$ cat src/rtl/mips_pkg.sv
// rtl/mips_pkg.sv - shared types for the MIPS memory / write-back stage
// Holds the wait-FSM state encoding, datapath widths and the MEM/WB bundle.
package mips_pkg;

  localparam int XLEN = 32;
  localparam int REGW = 5;

  typedef enum logic [0:0] {
    IDLE = 1'b0,
    WAIT = 1'b1
  } mem_state_e;

  typedef struct packed {
    logic            valid;
    logic            regwrite;
    logic            memtoreg;
    logic            misalign;
    logic            buserr;
    logic [XLEN-1:0] aluout;
    logic [XLEN-1:0] readdata;
    logic [REGW-1:0] writereg;
    logic [XLEN-1:0] instr;
  } wb_bundle_t;

endpackage

$ cat src/rtl/mem_wait_ctrl.sv
// rtl/mem_wait_ctrl.sv - data-memory handshake FSM with bounded wait counter
// Ports:
//   clk, rst_n   clock, synchronous active-low reset
//   access       aligned load/store present in the MEM slot
//   dmem_ready   memory accepted/completed the request this cycle
//   stall_m      hold upstream stages this cycle
//   dmem_req     memory request (forced low during reset)
//   complete     request finishes on this edge
//   abort        request gives up on this edge (bus error)
module mem_wait_ctrl
  import mips_pkg::*;
#(
  parameter int MAX_WAIT = 15
) (
  input  logic clk,
  input  logic rst_n,
  input  logic access,
  input  logic dmem_ready,
  output logic stall_m,
  output logic dmem_req,
  output logic complete,
  output logic abort
);

  localparam logic [7:0] LAST = 8'(MAX_WAIT - 1);

  mem_state_e state;
  logic [7:0] cnt;
  logic       req_raw;

  always_comb begin
    req_raw  = 1'b0;
    stall_m  = 1'b0;
    complete = 1'b0;
    abort    = 1'b0;
    case (state)
      IDLE: begin
        req_raw  = access;
        complete = access & dmem_ready;
        stall_m  = access & ~dmem_ready;
      end
      WAIT: begin
        req_raw  = 1'b1;
        complete = dmem_ready;
        abort    = ~dmem_ready & (cnt == LAST);
        // The abort cycle releases the stall so the faulting instruction
        // retires into WB instead of being re-issued from a held EX/MEM.
        stall_m  = ~dmem_ready & ~abort;
      end
      default: begin
        req_raw = 1'b0;
      end
    endcase
  end

  assign dmem_req = req_raw & rst_n;

  always_ff @(posedge clk) begin
    if (!rst_n) begin
      state <= IDLE;
      cnt   <= 8'd0;
    end else begin
      case (state)
        IDLE: begin
          if (stall_m) begin
            state <= WAIT;
            cnt   <= 8'd0;
          end
        end
        WAIT: begin
          if (complete || abort) begin
            state <= IDLE;
          end else begin
            cnt <= cnt + 8'd1;
          end
        end
        default: state <= IDLE;
      endcase
    end
  end

endmodule

$ cat src/rtl/mem_wb_stage.sv
// rtl/mem_wb_stage.sv - MIPS memory stage plus MEM/WB pipeline register
// Ports:
//   clk, rst_n                       clock, synchronous active-low reset
//   valid_m .. instr_m               EX/MEM outputs (control, address, data)
//   stall_m                          hold EX/MEM and earlier stages
//   dmem_req/we/addr/wdata           data-memory request port
//   dmem_ready, dmem_rdata           data-memory response
//   valid_w .. writereg_w            registered write-back bundle
//   result_w                         memtoreg_w ? readdata_w : aluout_w
//   misalign_w, buserr_w             exception flags for the WB instruction
module mem_wb_stage
  import mips_pkg::*;
#(
  parameter int MAX_WAIT = 15
) (
  input  logic            clk,
  input  logic            rst_n,
  input  logic            valid_m,
  input  logic            regwrite_m,
  input  logic            memtoreg_m,
  input  logic            memwrite_m,
  input  logic [XLEN-1:0] aluout_m,
  input  logic [XLEN-1:0] writedata_m,
  input  logic [REGW-1:0] writereg_m,
  input  logic [XLEN-1:0] instr_m,
  output logic            stall_m,
  output logic            dmem_req,
  output logic            dmem_we,
  output logic [XLEN-1:0] dmem_addr,
  output logic [XLEN-1:0] dmem_wdata,
  input  logic            dmem_ready,
  input  logic [XLEN-1:0] dmem_rdata,
  output logic            valid_w,
  output logic            regwrite_w,
  output logic            memtoreg_w,
  output logic [XLEN-1:0] aluout_w,
  output logic [XLEN-1:0] readdata_w,
  output logic [XLEN-1:0] result_w,
  output logic [XLEN-1:0] instr_w,
  output logic [REGW-1:0] writereg_w,
  output logic            misalign_w,
  output logic            buserr_w
);

  logic       mem_op;
  logic       aligned;
  logic       access;
  logic       misalign;
  logic       complete;
  logic       abort;
  wb_bundle_t wb_d;
  wb_bundle_t wb_q;

  assign mem_op   = valid_m & (memtoreg_m | memwrite_m);
  assign aligned  = (aluout_m[1:0] == 2'b00);
  assign access   = mem_op & aligned;
  assign misalign = mem_op & ~aligned;

  mem_wait_ctrl #(
    .MAX_WAIT(MAX_WAIT)
  ) u_ctrl (
    .clk       (clk),
    .rst_n     (rst_n),
    .access    (access),
    .dmem_ready(dmem_ready),
    .stall_m   (stall_m),
    .dmem_req  (dmem_req),
    .complete  (complete),
    .abort     (abort)
  );

  assign dmem_we    = dmem_req & memwrite_m;
  assign dmem_addr  = aluout_m;
  assign dmem_wdata = writedata_m;

  // Stalled cycles and empty slots both enter WB as an all-zero bubble.
  always_comb begin
    wb_d = '0;
    if (valid_m && !stall_m) begin
      wb_d.valid    = 1'b1;
      wb_d.regwrite = regwrite_m & ~misalign & ~abort;
      wb_d.memtoreg = memtoreg_m;
      wb_d.misalign = misalign;
      wb_d.buserr   = abort;
      wb_d.aluout   = aluout_m;
      wb_d.readdata = (complete && memtoreg_m && !memwrite_m) ? dmem_rdata : '0;
      wb_d.writereg = writereg_m;
      wb_d.instr    = instr_m;
    end
  end

  always_ff @(posedge clk) begin
    if (!rst_n) begin
      wb_q <= '0;
    end else begin
      wb_q <= wb_d;
    end
  end

  assign valid_w    = wb_q.valid;
  assign regwrite_w = wb_q.regwrite;
  assign memtoreg_w = wb_q.memtoreg;
  assign misalign_w = wb_q.misalign;
  assign buserr_w   = wb_q.buserr;
  assign aluout_w   = wb_q.aluout;
  assign readdata_w = wb_q.readdata;
  assign writereg_w = wb_q.writereg;
  assign instr_w    = wb_q.instr;
  assign result_w   = wb_q.memtoreg ? wb_q.readdata : wb_q.aluout;

endmodule

$ cat config.mk
export PLATFORM = sky130hd
export DESIGN_NAME = mem_wb_stage
export DESIGN_NICKNAME = d
export VERILOG_FILES = /design/src/rtl/mips_pkg.sv /design/src/rtl/mem_wait_ctrl.sv /design/src/rtl/mem_wb_stage.sv
export SDC_FILE = /design/constraint.sdc
export NUM_CORES = 1
export LEC_CHECK = 0
export CAP_MARGIN = 30
export CORE_AREA = 2 2 135 137
export DETAILED_ROUTE_END_ITERATION = 6
export DIE_AREA = 0 0 137 139
export SETUP_SLACK_MARGIN = 0.5
export SYNTH_ARGS = -nofsm -noshare
export SYNTH_HDL_FRONTEND = slang
export SYNTH_SLANG_ARGS = --single-unit
export TNS_END_PERCENT = 1
$ cat constraint.sdc
create_clock -name clk -period 3.26 [get_ports clk]
set_input_delay 0.815 -clock clk [delete_from_list [all_inputs] [get_ports clk]]
set_output_delay 0.815 -clock clk [all_outputs]
set_load 0.02 [all_outputs]
==> results by group, run 1 <==
Status
  • Result of the run: complete, no violations

Detailed routing
  • Routed wire length per instance: 14.9 µm
  • Residual antenna-violating net count after detailed routing: 0
  • Via count: 3507
  • Routed via count divided by cell count: 4.06
  • Drt first pass iters: 4
  • Drt drc: 0
  • 1st-iter DRT viols: 70
  • Wire length after detailed routing: 12800 µm

Critical path
  • Startpoint kind of the worst setup timing path: primary input
  • Endpoint class of the critical path: primary output
  • Crit path DAT: 2.00 ns
  • Start-to-end type of the worst setup path: primary input to primary output
  • Data required time at the worst endpoint: 2.44 ns
  • Peak fanout along the critical path: 3

STA
  • Post-route clock period utilization: 86.4%
  • Worst slew margin relative to its limit: 47.2%
  • Endpoints failing hold: 0
  • Clock period minus final worst setup slack: 2.82 ns
  • Top achievable clock speed: 355 MHz
  • Setup TNS: 0 ns
  • # setup viols final: 0
  • Setup repair after global routing missed its margin: yes
  • Worst Max-Slew Pin Slew: 0.785 ns
  • Final max-slew violation count: 0
  • Final worst clock skew: 0.00546 ns

Synthesis
  • Prevailing post-synth register cell: sky130_fd_sc_hd__dfxtp_1
  • FF+latch count, synth: 115
  • Avg Synthesized Cell Area: 10.9 µm²
  • Net count of the mapped netlist: 532
  • Summed instance area of the synthesized netlist: 4240 µm²
  • Share of synthesized registers carrying an async set or reset: 0%
  • Post-synthesis cell type count: 28
  • Sequential area share after synthesis: 54.3%
  • Count of yosys warnings during synthesis: 0
  • Synthesized netlist cell count: 390
  • EDFF count, synth: 0

Clock tree
  • # clock sinks: 115
  • Clock tree from TritonCTS: built
  • Clock insertion delay at the later pin of the skew report: 0.41 ns
  • Cts-stage hold buffer count: 0
  • Clock transition at the registers of the reported paths: 0.05 ns
  • Number of buffers created by CTS: 17
  • CTS H-tree lvls: 4
  • Maximum root-to-sink buffer count: 2
  • Clock tree root buffer cell: sky130_fd_sc_hd__clkbuf_16

Global routing
  • Global routing usage on met1: 13.9%
  • Largest net degree at the start of global routing: 73
  • Global-route met2 utilization: 23.3%
  • GR Util All Layers: 13.4%
  • Global-route wire length before repair: 19300 µm
  • Number of global-route vias before repair: 3624
  • Initial antenna violation count: 0
  • Total overflow reported by the global router: 0
  • GR Util met3: 4.79%
  • Layer with the highest usage after global routing: met2

Final layout
  • Synth-to-layout area growth: 76.5%
  • Most common cell after layout, fill and taps aside: sky130_fd_sc_hd__clkdlybuf4s50_1
  • # nets final: 763
  • Leading cell types in the layout, fill and taps excluded: 273 x sky130_fd_sc_hd__clkdlybuf4s50_1, 114 x sky130_fd_sc_hd__dfxtp_1, 102 x sky130_fd_sc_hd__and2_1, 32 x sky130_fd_sc_hd__mux2_2, 17 x sky130_fd_sc_hd__clkbuf_16
  • Ant. Diodes: 0
  • Share of layout cells above drive strength 1: 13.4%
  • Filler cell count in the final layout: 1651
  • Number of standard cells in the layout, taps in and fillers out: 863

Run
  • Number of violations of the max-capacitance limit: 0

Placed design
  • PortBufs: 280
  • Placed instance count: 829
  • GP Congestion: 0.841
  • Half-perimeter wire length after placement: 9800 µm

Power and ir drop
  • Power per unit of standard cell area: 497 nW/µm²
  • Largest voltage drop on the vdd net: 0.329 mV
  • LEAKAGE: 2.89 nW
  • Post-route total power: 0.00371 W

Floorplan
  • Core Region: 17700 µm²
  • Number of rows in the core area: 49
  • Effective utilization at floorplan: 24.0%
  • Total I/O pin count: 345
  • Width of the die: 137 µm
  • Die Ht: 139 µm
  • DIE AREA: 19000 µm²

Hold path
  • Min-Delay Path Class: flop to flop
-- cells in the mapped netlist, drive strengths merged (2+ instances only) --
master | instances | area [µm²]
or3 | 3 | 18.8
o21ai | 5 | 25.0
ha | 2 | 25.0
clkbuf | 11 | 48.8
or4 | 5 | 37.5
o21a | 2 | 15.0
and2 | 102 | 638
o31ai | 6 | 45.0
nand3b | 2 | 15.0
mux2 | 32 | 360
nor3 | 4 | 20.0
inv | 4 | 15.0
nand3 | 5 | 25.0
buf | 69 | 504
nand2 | 4 | 15.0
nor2 | 3 | 11.3
a21oi | 10 | 61.3
dfxtp | 115 | 2300
-- what timing repair did --
action                                  CTS  global route
endpoints found under the setup margin   37            30
pin swaps                                 2             2
gates resized for setup                  12             6
setup buffers                             1             1
-- power by group --
| group | total, W | leakage, nW | switching, W | internal (W) |
|---|---|---|---|---|
| combinational | 0.000480 | 1.69 | 0.000198 | 0.000282 |
| sequential | 0.00146 | 0.938 | 0.0000163 | 0.00145 |
| clock | 0.00177 | 0.266 | 0.000668 | 0.00110 |
-- metal layers --
layer  vias up  wire (µm)
met5         -          0
met3        46       1090
met2       178       6480
li1       1671          -
met1      1612       4910
met4         0        371
-- kinds of logic (layout without fill, tap and decap cells) --
| kind of cell | count (synthesis) | count (layout) | synth area share [%] |
|---|---|---|---|
| AO/OA/AOI/OAI | 25 | 25 | 3.90 |
| AND/OR/NAND/NOR | 132 | 132 | 19.3 |
| buffers and inverters | 84 | 328 | 13.4 |
| multiplexers | 32 | 32 | 8.51 |
| adder cells (fa/ha/maj) | 2 | 2 | 0.591 |
| flip-flops | 115 | 115 | 54.3 |
-- final cells by class --
class | instances | area (µm²) | share of cell area [%]
multi-input combinational | 191 | 1380 | 18.4
inverter | 4 | 15.0 | 0.201
clock inverter | 12 | 108 | 1.44
clock buffer | 20 | 467 | 6.24
tap | 229 | 287 | 3.83
sequential | 115 | 2310 | 30.8
timing repair buffer | 292 | 2920 | 39.1
-- worst max-delay path, cell delays in order --
cell and delay, ns:
sky130_fd_sc_hd__clkdlybuf4s50_1 0.47, sky130_fd_sc_hd__buf_4 0.12, sky130_fd_sc_hd__clkdlybuf4s50_1 0.60
-- worst paths after layout --
path / start / end / slack (ns) / depth (start not counted)
max: aluout_m[1] / dmem_addr[1] / 0.44 / 3
min: u_ctrl.cnt[7]$_SDFFE_PN0P_ / u_ctrl.cnt[7]$_SDFFE_PN0P_ / 0.49 / 2
max reg2reg: u_ctrl.cnt[0]$_SDFFE_PN0P_ / aluout_w[18]$_SDFF_PN0_ / 1.21 / 7
min reg2reg: u_ctrl.cnt[7]$_SDFFE_PN0P_ / u_ctrl.cnt[7]$_SDFFE_PN0P_ / 0.49 / 2
-- state kept, by name, indices dropped and copies added (netlist names) --
name,flops
memtoreg_w,1
readdata_w,32
valid_w,1
instr_w,32
regwrite_w,1
buserr_w,1
writereg_w,5
misalign_w,1
aluout_w,32
u_ctrl.cnt,8
u_ctrl.state,1
-- through the flow --
step	area (µm²)	hold slack (ns)	util, %	setup WS, ns
final	7480	0.491	42.4	0.445
after global routing	7480	0.497	42.4	0.395
after CTS	7460	0.486	42.3	0.354
after detailed placement	6880	0.473	39.0	-0.0510
after global placement	6880	0.467	39.0	0.0508
after floorplan	4240	0.447	-	0.611
Power figures use the tool's default switching activity.
==> run 2: changes to the inputs <==
- REMOVE_ABC_BUFFERS: default -> 1
==> run 2 against run 1 <==
Register-to-register slack gained 0.03 ns. Power grew 2.9%. Via count grew 3.2%. Clock skew increased by 0.0050 ns. Maximum frequency shrank 1.1%. Critical path depth unchanged. Combinational power increased by 2%. Global-route usage is 3.3 points higher. Critical endpoint unchanged.
==> results by group, run 2 (synthesis gave the netlist of run 1 again) <==
STA
  • Final worst clock skew: 0.0104 ns (was 0.00546 ns)
  • Endpoints failing hold: 0 (unchanged)
  • Post-route clock period utilization: 87.3% (was 86.4%)
  • Worst Max-Slew Pin Slew: 0.763 ns (was 0.785 ns)
  • Clock period minus final worst setup slack: 2.85 ns (was 2.82 ns)
  • Setup repair after global routing missed its margin: yes (unchanged)
  • Final max-slew violation count: 0 (unchanged)
  • # setup viols final: 0 (unchanged)
  • Worst slew margin relative to its limit: 48.7% (was 47.2%)
  • Minimum setup slack in the final design: 0.413 ns (was 0.445 ns)
  • Top achievable clock speed: 351 MHz (was 355 MHz)

Final layout
  • Synth-to-layout area growth: 77.9% (was 76.5%)
  • Share of layout cells above drive strength 1: 14.0% (was 13.4%)
  • Number of standard cells in the layout, taps in and fillers out: 863 (unchanged)
  • Most common cell after layout, fill and taps aside: sky130_fd_sc_hd__clkdlybuf4s50_1 (unchanged)
  • # nets final: 765 (was 763)
  • Finished Core Util: 42.7% (was 42.4%)
  • Cell area after layout: 7540 µm² (was 7480 µm²)
  • Ant. Diodes: 0 (unchanged)
  • Leading cell types in the layout, fill and taps excluded: 274 x sky130_fd_sc_hd__clkdlybuf4s50_1, 114 x sky130_fd_sc_hd__dfxtp_1, 102 x sky130_fd_sc_hd__and2_1, 32 x sky130_fd_sc_hd__mux2_2, 17 x sky130_fd_sc_hd__clkbuf_16 (was 273 x sky130_fd_sc_hd__clkdlybuf4s50_1, 114 x sky130_fd_sc_hd__dfxtp_1, 102 x sky130_fd_sc_hd__and2_1, 32 x sky130_fd_sc_hd__mux2_2, 17 x sky130_fd_sc_hd__clkbuf_16)

Placed design
  • Pre-CTS worst setup slack: -0.0828 ns (was -0.0510 ns)
  • PortBufs: 280 (unchanged)
  • Cell area after placement: 6900 µm² (was 6880 µm²)
  • Placed instance count: 832 (was 829)
  • GP Congestion: 0.788 (was 0.841)
  • Half-perimeter wire length after placement: 13000 µm (was 9800 µm)

Critical path
  • CP max stage cell: sky130_fd_sc_hd__clkdlybuf4s50_1 (unchanged)
  • Crit path DAT: 2.03 ns (was 2.00 ns)
  • Buffer and inverter count on the worst path: 3 (unchanged)
  • Slowest stage delay, CP: 0.60 ns (about the same)
  • Cell chain of the critical path: clkdlybuf4s50_1 > buf_4 > clkdlybuf4s50_1 (unchanged)
  • Largest delay contributor family on the critical path: buffers and inverters (unchanged)
  • Peak fanout along the critical path: 3 (unchanged)
  • Data required time at the worst endpoint: 2.44 ns (about the same)
  • Endpoint class of the critical path: primary output (unchanged)
  • Most frequent CP cell: sky130_fd_sc_hd__clkdlybuf4s50_1 (unchanged)
  • Startpoint kind of the worst setup timing path: primary input (unchanged)
  • Start-to-end type of the worst setup path: primary input to primary output (unchanged)

Global routing
  • Total overflow reported by the global router: 0 (unchanged)
  • Global-route met2 utilization: 29.0% (was 23.3%)
  • GR Util All Layers: 16.7% (was 13.4%)
  • Layer with the highest usage after global routing: met2 (unchanged)
  • GR Util met3: 9.25% (was 4.79%)
  • Initial antenna violation count: 1 (was 0)
  • Number of global-route vias before repair: 3765 (was 3624)
  • Largest net degree at the start of global routing: 55 (was 73)
  • Global routing usage on met1: 15.6% (was 13.9%)
  • Global-route wire length before repair: 22700 µm (was 19300 µm)

Clock tree
  • Number of buffers created by CTS: 17 (unchanged)
  • Clock insertion delay at the later pin of the skew report: 0.41 ns (about the same)
  • Maximum root-to-sink buffer count: 2 (unchanged)
  • Clock transition at the registers of the reported paths: 0.05 ns (about the same)
  • CTS H-tree lvls: 4 (unchanged)
  • # clock sinks: 115 (unchanged)
  • Clock tree root buffer cell: sky130_fd_sc_hd__clkbuf_16 (unchanged)
  • Cts-stage hold buffer count: 0 (unchanged)
  • Clock tree from TritonCTS: built (unchanged)

Power and ir drop
  • LEAKAGE: 2.90 nW (was 2.89 nW)
  • Largest voltage drop on the vdd net: 0.326 mV (was 0.329 mV)
  • Power per unit of standard cell area: 507 nW/µm² (was 497 nW/µm²)

Hold path
  • Min-Delay Path Class: flop to flop (unchanged)

Status
  • Result of the run: complete, no violations (unchanged)

Floorplan
  • Effective utilization at floorplan: 24.0% (unchanged)
  • Total I/O pin count: 345 (unchanged)
  • Number of rows in the core area: 49 (unchanged)
  • Core Region: 17700 µm² (unchanged)
  • Die Ht: 139 µm (unchanged)
  • Width of the die: 137 µm (unchanged)
  • DIE AREA: 19000 µm² (unchanged)

Detailed routing
  • Wire length after detailed routing: 16100 µm (was 12800 µm)
  • 1st-iter DRT viols: 146 (was 70)
  • Drt drc: 0 (unchanged)
  • Routed via count divided by cell count: 4.19 (was 4.06)
  • Routed wire length per instance: 18.7 µm (was 14.9 µm)
  • Via count: 3619 (was 3507)
  • Residual antenna-violating net count after detailed routing: 0 (unchanged)
  • Drt first pass iters: 4 (unchanged)

Run
  • Number of violations of the max-capacitance limit: 0 (unchanged)
[run 2: worst register-to-register path, stage by stage (launching register included)]
cell and delay [ns]:
sky130_fd_sc_hd__dfxtp_1 0.40, sky130_fd_sc_hd__ha_1 0.16, sky130_fd_sc_hd__or4b_4 0.47, sky130_fd_sc_hd__o21a_1 0.26
sky130_fd_sc_hd__a21oi_4 0.21, sky130_fd_sc_hd__buf_12 0.23, sky130_fd_sc_hd__and2_1 0.22
[run 2: metrics by stage]
| stage | hold WS (ns) | power (W) | TNS (ns) |
|---|---|---|---|
| 2_1_floorplan | 0.447 | 0.00163 | 0 |
| 3_3_place_gp | 0.467 | 0.00197 | -0.0457 |
| 3_5_place_dp | 0.480 | 0.00198 | -0.149 |
| 4_1_cts | 0.491 | 0.00388 | 0 |
| 5_1_grt | 0.522 | 0.00398 | 0 |
| 6_report | 0.494 | 0.00382 | 0 |
[run 2: worst paths after layout]
check / from / slack, ns / cells after the start / end
max reg2reg: u_ctrl.cnt[1]$_SDFFE_PN0P_ / 1.24 / 6 / aluout_w[24]$_SDFF_PN0_
min reg2reg: u_ctrl.cnt[7]$_SDFFE_PN0P_ / 0.49 / 2 / u_ctrl.cnt[7]$_SDFFE_PN0P_
min: u_ctrl.cnt[7]$_SDFFE_PN0P_ / 0.49 / 2 / u_ctrl.cnt[7]$_SDFFE_PN0P_
max: aluout_m[1] / 0.41 / 3 / dmem_addr[1]
[run 2: timing repair]
action                                 4_1_cts  5_1_grt
setup endpoints to repair                   40       19
endpoints found under the hold margin        0        0
gates resized for setup                     14        7
pin swaps                                    2        1
setup buffers                                1        0
[run 2: area by class of cell]
class                   instances  area [µm²]
clock buffers                  18         439
clock inverters                12         158
fillers                      1694       10100
inverters                       4        15.0
multi-input cells             191        1390
flip-flops and latches        115        2310
well taps                     229         287
repair buffers                294        2940
[run 2: per-layer routing]
| layer | up-vias | wire (µm) | share of wire [%] |
|---|---|---|---|
| li1 | 1676 | - | - |
| met1 | 1691 | 5610 | 35 |
| met2 | 228 | 8030 | 50 |
| met3 | 22 | 1910 | 12 |
| met4 | 2 | 455 | 2.8 |
| met5 | - | 121 | 0.75 |
[run 2: power by group]
group | switching [W] | internal [W] | total [W]
clock | 0.000659 | 0.00121 | 0.00187
sequential | 0.0000161 | 0.00145 | 0.00146
combinational | 0.000204 | 0.000284 | 0.000488
==> patch, RTL diff (settings of run 1) <==
Put a register stage on the output `buserr_w`, cleared by the reset. The value now appears one clock later. The other outputs are not delayed to match.
--- a/src/rtl/mem_wb_stage.sv
+++ b/src/rtl/mem_wb_stage.sv
@@ -103,3 +103,9 @@
   assign misalign_w = wb_q.misalign;
-  assign buserr_w   = wb_q.buserr;
+  always_ff @(posedge clk) begin
+    if (!rst_n) begin
+      buserr_w <= '0;
+    end else begin
+      buserr_w <= wb_q.buserr;
+    end
+  end
   assign aluout_w   = wb_q.aluout;
Formal check against the unedited RTL: no difference found for any inputs over 10 cycles, from zero or initial values and one cycle with rst_n low; that may be too few to reach the edited logic, so the function may still have changed.
==> patch against run 1 <==
Wire length grew 0.77%. Critical path depth unchanged. Non-clock buffer count up 3. Setup slack worse by 8.9 ps. Design area grew 0.54%. Synthesized area grew 19%. Sequential cell count up 1. Power up 3.3%. Clock power rose by 7%. Largest cell class unchanged.
==> patch: results (changes against run 1) <==
Yosys attributes the largest share of cell area to sky130_fd_sc_hd__dfxtp_1 46%, sky130_fd_sc_hd__buf_4 25%, sky130_fd_sc_hd__and2_1 13%, sky130_fd_sc_hd__mux2_2 7.2%, sky130_fd_sc_hd__a21oi_1 0.90%. The sum of met3 wire segment lengths after detailed routing came out at 992 um (-9.1%). The global routing usage on met1 was 13.5% (-0.45 points).

The aggregate routed wire length came out at 12900 um (+0.77%). The startpoint of the lowest-slack hold path is wb_q[101]$_SDFF_PN0_. The length of routed wiring on met1 came out at 4850 um (-1.2%). The wire length per cell came out at 14.9 um (+0.19%). The global routing met3 resource utilization is 4.64% (-0.15 points). The end point of the most critical hold path is buserr_w$_SDFF_PN0_. The initial detailed-routing violation count came out at 45 (-36%). The wire length of the first global-routing pass came out at 19100 um (-1.1%). The post-synthesis sequential area ratio is 46.2% (-8.1 points). The net switching power was 0.896 mW (+1.6%). The met2 usage came out at 24.1% (+0.89 points). The power per standard cell area was 511 nW/um^2 (+2.8%). The met2 wire length came out at 6860 um (+6.0%). The power in the clock group is 1.89 mW (+7%). The synthesized netlist net count came out at 635 (+19%).

The flow ran to the end, and the final reports show no timing, DRC or antenna violations. The post-detailed-placement cell area is 6910 sq um (+0.45%). The number of warnings issued by yosys came out at 0 (unchanged).

The worst-case register-to-register setup slack is 1120 ps (-90 ps). The final clock period utilization by the worst path is 86.6% (+0.27 points). The pin slew with the least headroom to its limit came out at 821 ps (+35.5 ps). In this run the critical register-to-register path is captured at regwrite_w$_SDFF_PN0_.

The worst slack at placement came out at 43.3 ps (+94.2 ps). The share of final-layout standard cells stronger than drive strength 1 is 13.8% (+0.36 points). The number of fill cells is 1665 (+0.85%). The cell count after synthesis came out at 493 (+26%). Counting instances in the post-synthesis netlist gives the leading cell types as 166 x sky130_fd_sc_hd__buf_4, 116 x sky130_fd_sc_hd__dfxtp_1, 103 x sky130_fd_sc_hd__and2_1, 32 x sky130_fd_sc_hd__mux2_2, 9 x sky130_fd_sc_hd__a21oi_1. The detail-routed via count per cell is 3.98 (-2.0%).

The total number of nets in the final design came out at 768 (+0.66%). The total of cells resized after clock tree synthesis came out at 13 (+1). The number of buffers inserted by post-CTS setup repair came out at 0 (-1).

The highest ir drop seen on vdd is 0.325 mV (-1.3%). The overall fraction of global-route tracks in use is 13.3% (-0.14 points). The leakage power figure came out at 2.91 nW (+0.74%).
==> patch: logic make-up (layout without fill, tap and decap cells) <==
logic type | Yosys count | in the layout | synth area share, %
multiplexers | 32 | 32 | 7.18
flip-flops | 116 | 116 | 46.2
buffers and inverters | 185 | 331 | 26.4
AND/OR/NAND/NOR | 133 | 133 | 16.4
AO/OA/AOI/OAI | 25 | 25 | 3.29
adder cells (fa/ha/maj) | 2 | 2 | 0.498
==> patch: area by class of cell <==
class                      instances  area (sq um)  area share, %
timing repair buffer             295          2910           38.6
clock inverter                    15           181           2.41
multi-input combinational        192          1380           18.4
inverter                           4          15.0          0.200
sequential                       116          2320           30.9
clock buffer                      17           425           5.66
tap                              229           287           3.81
==> patch: worst max-delay path, cell delays in order <==
cell and delay (ps):
sky130_fd_sc_hd__clkdlybuf4s50_1 480, sky130_fd_sc_hd__buf_4 120, sky130_fd_sc_hd__clkdlybuf4s50_1 600
